[config.mk]
export PLATFORM = sky130hd
export DESIGN_NAME = ram_arbiter
export DESIGN_NICKNAME = d
export VERILOG_FILES = /design/src/rtl/ram_pkg.sv /design/src/rtl/ram_arb_pick.sv /design/src/rtl/ram_arbiter.sv
export SDC_FILE = /design/constraint.sdc
export NUM_CORES = 1
export LEC_CHECK = 0
export ABC_AREA = 1
export CAP_MARGIN = 5
export CORE_AREA = 2 2 122 124
export CTS_CLUSTER_DIAMETER = 40
export DETAILED_ROUTE_END_ITERATION = 16
export DIE_AREA = 0 0 124 126
export GPL_ROUTABILITY_DRIVEN = 0
export SLEW_MARGIN = 25
export SYNTH_ARGS = -nofsm -noshare
export SYNTH_HDL_FRONTEND = slang
export SYNTH_SLANG_ARGS = --single-unit
[constraint.sdc]
create_clock -name clock -period 3 [get_ports clock]
set_input_delay 0.3 -clock clock [delete_from_list [all_inputs] [get_ports clock]]
set_output_delay 0.3 -clock clock [all_outputs]
set_load 0.1 [all_outputs]
[src/rtl/ram_pkg.sv]
// Shared types and constants for the two-port ram arbiter (data port 0, fetch port 1).
// Includes the 33-bit range check helper used by the top-level address decode.
package ram_pkg;

  localparam int RAM_WORD_W = 32;

  localparam logic PORT_DATA  = 1'b0;
  localparam logic PORT_FETCH = 1'b1;

  typedef struct packed {
    logic                  we;
    logic [31:0]           addr;
    logic [3:0]            be;
    logic [RAM_WORD_W-1:0] wdata;
  } ram_req_t;

  // Widened to 33 bits so a window ending at 2^32 cannot wrap to zero.
  function automatic logic addr_in_range(
    input logic [31:0] addr,
    input logic [31:0] base,
    input logic [32:0] span_bytes
  );
    logic [32:0] lo;
    logic [32:0] a;
    lo = {1'b0, base};
    a  = {1'b0, addr};
    return (a >= lo) && (a < (lo + span_bytes));
  endfunction

endpackage

[src/rtl/ram_arb_pick.sv]
// Two-way grant selection for the ram arbiter.
// ARB_ROUND_ROBIN_EN defined: alternate on conflict; otherwise port 0 has fixed priority.
module ram_arb_pick
  import ram_pkg::*;
(
`ifdef ARB_ROUND_ROBIN_EN
  input  logic clock,
  input  logic reset_n,
`endif
  input  logic req0,
  input  logic req1,
  output logic gnt0,
  output logic gnt1
);

`ifdef ARB_ROUND_ROBIN_EN
  // Port that received the most recent grant; starts as fetch so data wins first.
  logic last_port;

  always_comb begin
    // NOTE: every output gets a default first so no path through the block infers a latch.
    gnt0 = 1'b0;
    gnt1 = 1'b0;
    if (req0 && req1) begin
      if (last_port == PORT_DATA) gnt1 = 1'b1;
      else                        gnt0 = 1'b1;
    end else begin
      gnt0 = req0;
      gnt1 = req1;
    end
  end

  always_ff @(posedge clock or negedge reset_n) begin
    // NOTE: state is updated with <= so every flop samples pre-edge values.
    if (!reset_n)
      last_port <= PORT_FETCH;
    else if (gnt0 || gnt1)
      last_port <= gnt1 ? PORT_FETCH : PORT_DATA;
  end
`else
  assign gnt0 = req0;
  assign gnt1 = req1 & ~req0;
`endif

endmodule

[src/rtl/ram_arbiter.sv]
// Shares one single-port word-addressed ram between a data port (0) and a fetch port (1).
// Arbitration mode selected by ARB_ROUND_ROBIN_EN (round robin) or fixed port-0 priority.
module ram_arbiter
  import ram_pkg::*;
#(
  parameter logic [31:0] OFFSET = 32'h0000_0000,
  parameter int unsigned SIZE   = 65536
) (
  input  logic                  clock,
  input  logic                  reset_n,

  input  logic                  p0_req,
  input  logic                  p0_we,
  input  logic [31:0]           p0_addr,
  input  logic [3:0]            p0_be,
  input  logic [RAM_WORD_W-1:0] p0_wdata,
  output logic                  p0_gnt,
  output logic                  p0_rvalid,
  output logic [RAM_WORD_W-1:0] p0_rdata,
  output logic                  p0_err,

  input  logic                  p1_req,
  input  logic                  p1_we,
  input  logic [31:0]           p1_addr,
  input  logic [3:0]            p1_be,
  input  logic [RAM_WORD_W-1:0] p1_wdata,
  output logic                  p1_gnt,
  output logic                  p1_rvalid,
  output logic [RAM_WORD_W-1:0] p1_rdata,
  output logic                  p1_err,

  output logic                  ram_read,
  output logic                  ram_write,
  output logic [31:0]           ram_address,
  output logic [3:0]            ram_byteenable,
  output logic [RAM_WORD_W-1:0] ram_wdata,
  input  logic [RAM_WORD_W-1:0] ram_rdata
);

  localparam logic [32:0] SPAN_BYTES = 33'(SIZE) << 2;

  ram_req_t req0, req1, cur;
  logic     req0_live, req1_live;
  logic     gnt0, gnt1, granted, sel_port, in_range;

  assign req0 = {p0_we, p0_addr, p0_be, p0_wdata};
  assign req1 = {p1_we, p1_addr, p1_be, p1_wdata};

  // Requests are masked during reset so no grant or ram strobe can escape.
  assign req0_live = p0_req & reset_n;
  assign req1_live = p1_req & reset_n;

  ram_arb_pick u_pick (
`ifdef ARB_ROUND_ROBIN_EN
    .clock   (clock),
    .reset_n (reset_n),
`endif
    .req0    (req0_live),
    .req1    (req1_live),
    .gnt0    (gnt0),
    .gnt1    (gnt1)
  );

  assign p0_gnt  = gnt0;
  assign p1_gnt  = gnt1;
  assign granted = gnt0 | gnt1;

  // An idle cycle selects port 0, so the ram bus then mirrors port 0's inputs.
  assign sel_port = gnt1 ? PORT_FETCH : PORT_DATA;
  assign cur      = (sel_port == PORT_FETCH) ? req1 : req0;
  assign in_range = addr_in_range(cur.addr, OFFSET, SPAN_BYTES);

  assign ram_read       = granted & ~cur.we & in_range;
  assign ram_write      = granted &  cur.we & in_range;
  assign ram_address    = (cur.addr - OFFSET) >> 2;
  assign ram_byteenable = cur.be;
  assign ram_wdata      = cur.wdata;

  // Response tracking: one slot suffices because the ram answers in exactly one cycle.
  logic rsp_read;
  logic rsp_err;
  logic rsp_port;

  always_ff @(posedge clock or negedge reset_n) begin
    if (!reset_n) begin
      rsp_read <= 1'b0;
      rsp_err  <= 1'b0;
      rsp_port <= PORT_DATA;
    end else begin
      rsp_read <= granted & ~cur.we;
      rsp_err  <= granted & ~in_range;
      rsp_port <= sel_port;
    end
  end

  logic [RAM_WORD_W-1:0] rsp_data;

  // Out-of-range reads never strobed the ram, so its stale output must be masked.
  assign rsp_data = rsp_err ? '0 : ram_rdata;

  assign p0_rvalid = rsp_read & (rsp_port == PORT_DATA);
  assign p1_rvalid = rsp_read & (rsp_port == PORT_FETCH);
  assign p0_err    = rsp_err  & (rsp_port == PORT_DATA);
  assign p1_err    = rsp_err  & (rsp_port == PORT_FETCH);
  assign p0_rdata  = p0_rvalid ? rsp_data : '0;
  assign p1_rdata  = p1_rvalid ? rsp_data : '0;

  a_one_grant : assert property (@(posedge clock) disable iff (!reset_n) !(gnt0 && gnt1));
  a_one_strobe : assert property (@(posedge clock) disable iff (!reset_n) !(ram_read && ram_write));

endmodule

==> results.cfg <==
[run_status]
status = finished clean

[power]
power_uw = 1740
p_int_uw = 754
power_density_nw_per_um2 = 294
clock_power_share_pct = 12.1
total_leakage_power_uw = 0.00294
switchingPower_uw = 986
p_comb_share_pct = 83.6
switching_share_pct = 56.7
vdd_drop_max_uv = 135
p_seq_share_pct = 4.2

[clocking]
cts_root_buf = clkbuf_16
ctsHoldBuffers = 0
cts_buffers = 3
clock_sinks = 3
cts_max_level = 1
clk_pin_slew_ns = 0.03
cts_setup_buffers = 0
ctsResizeCount = 0
ctsLongestPathBuffers = 2
cts_tree = yes

[floorplan]
core-area_um2 = 14300
dieHeight_um = 126
die_w_um = 124
rows = 44
pin_count = 314
start_util_pct = 12.4
die-area_um2 = 15600

[synth]
netlist_area_um2 = 1780
synth_warnings = 0
synth.avg_cell_area_um2 = 4.26
synth_top_area_cell = nand2_1
syn_inst = 417
synth-seq-cells = 3
yosysSeqAreaShare_pct = 4.23
synth_top_area_share_pct = 49.7
synth_cell_types = 17
synth_area_leaders = nand2_1 (50%), nor3_1 (18%), inv_1 (12%), dfrtp_1 (4.2%), nor2_1 (3.8%)

[global_routing]
track_usage_pct = 13.6
grt_overflow = 0
grt_pass1_vias = 3198
grt_pass1_wl_um = 16600
grt_max_degree = 67
grt_antenna_before_repair = 0

[job]
drv_cap = 0

[timing]
fin_crit_sh_pct = 90.8
rsz0062_at_grt = no
worst_slew_pin_slew_ns = 0.971
setup_viol = 0
final-max-slew-violation-count = 0
hold_ws_ns = 0.489
final.min_clock_period_ns = 2.72
relSlewSlack_pct = 35.2
finalHoldViolations = 0
clock.fmax_ghz = 0.367

[critical_path]
crit_arrival_ns = 2.42
crit_path_start_kind = input port
crit_fanout = 20
end_kind = output port
setup.worst_path.class = in2out
cp.required_ns = 2.70

[routing]
ant_nets = 0
drtPass1Iterations = 4
viasPerCell = 3.84
post_drt_wl_per_cell_um = 12.9
dr.first_iter.drc_count = 80
num_vias = 3418
drt-total-wl_um = 11500
drc = 0

[final_layout]
filler_cell_count = 1501
num_antenna_cells = 0
finalNetCount = 880
layout-drive-gt1-share_pct = 30.8
fin_area_um2 = 5920
area_growth_pct = 233

[worst_hold_path]
hp-class = in2async

[placement]
place_hpwl_um = 10000
dpl_cell_area_um2 = 5840
port_buffers = 307
==> through the flow <==
step | std cells | TNS, ns | utilization (%) | setup slack, ns
5_1_grt | 889 | 0 | 41.3 | 0.0524
6_report | 889 | 0 | 41.3 | 0.276
3_3_place_gp | 885 | 0 | 40.8 | 0.243
2_1_floorplan | 418 | -9.56 | - | -0.319
4_1_cts | 889 | 0 | 41.3 | 0.183
3_5_place_dp | 885 | 0 | 40.8 | 0.194
==> layout make-up <==
| type | count | area (µm²) | share of cell area (%) |
|---|---|---|---|
| Clock buffer | 4 | 78.8 | 1.33 |
| Inverter | 58 | 218 | 3.68 |
| Multi-Input combinational cell | 327 | 1650 | 27.9 |
| Sequential cell | 3 | 78.8 | 1.33 |
| Tap cell | 184 | 230 | 3.89 |
| Timing Repair Buffer | 313 | 3660 | 61.9 |
==> cell families (layout without fill, tap and decap cells) <==
family	after synthesis	after routing	synth area share [%]
buffers and inverters	88	375	20.8
DFF	3	3	4.23
other	1	2	0.211
and+or+nand+nor	325	325	74.8
==> cell usage after synthesis <==
cell type and instances:
buf_1 3, buf_2 7, buf_4 2, buf_6 3, clkbuf_1 15, conb_1 1, dfrtp_1 3, inv_1 57
inv_2 1, nand2_1 235, nand2_2 1, nand3_1 1, nand3_2 1, nand4_1 4, nor2_1 18, nor2_4 1
nor3_1 64
==> worst max-delay path, stage by stage <==
cell             delay [ns]
clkdlybuf4s50_1        0.60
nand3_2                0.39
nand2_1                0.16
nand2_1                0.12
nor2_1                 0.19
nand2_1                0.07
nor2_1                 0.12
nand2_1                0.12
nor2_2                 0.15
buf_12                 0.19
==> routing by layer <==
metal  track usage, %  wire length, µm  part of all wire (%)  up-vias
li1                 -                -                     -     1813
met1             14.1             4080                    36     1413
met2             26.2             5900                    51      188
met3             4.94             1430                    12        4
met4             2.05               78                  0.68        0
met5                0                0                     0        -
==> registers in the layout, summed over array words and instances, names as in the netlist <==
register and flops:
rsp_read 1, rsp_err 1, rsp_port 1
==> path summary, 6_finish.rpt <==
check                        start   endpoint  slack (ns)  depth (start not counted)
max                         p1_req  ram_write        0.28                         10
min                        reset_n   rsp_port        0.49                          2
max in group asynchronous  reset_n    rsp_err        2.37                          2
min in group clock           p1_we   rsp_read        0.75                          4
==> layout by cell type, fill, tap and decap left out, types with 2 or more instances in the layout <==
cell type,n
nor3_1,3
nand2_2,2
clkbuf_16,3
dfrtp_1,2
clkdlybuf4s50_1,169
buf_4,73
nor2_2,3
nand4_1,4
conb_1,2
nand2_1,234
inv_1,57
nor3_2,61
nor2_1,15
buf_12,71
==> power groups by stage <==
stage	Combinational, µW	Clock (µW)	Sequential (µW)
2_1_floorplan	869	0	45.1
3_3_place_gp	1460	0	74.8
3_5_place_dp	1470	0	74.7
4_1_cts	1470	217	74.3
5_1_grt	1510	220	76.0
6_report	1460	211	73.6
No activity file was read; power rests on OpenSTA's default activity.
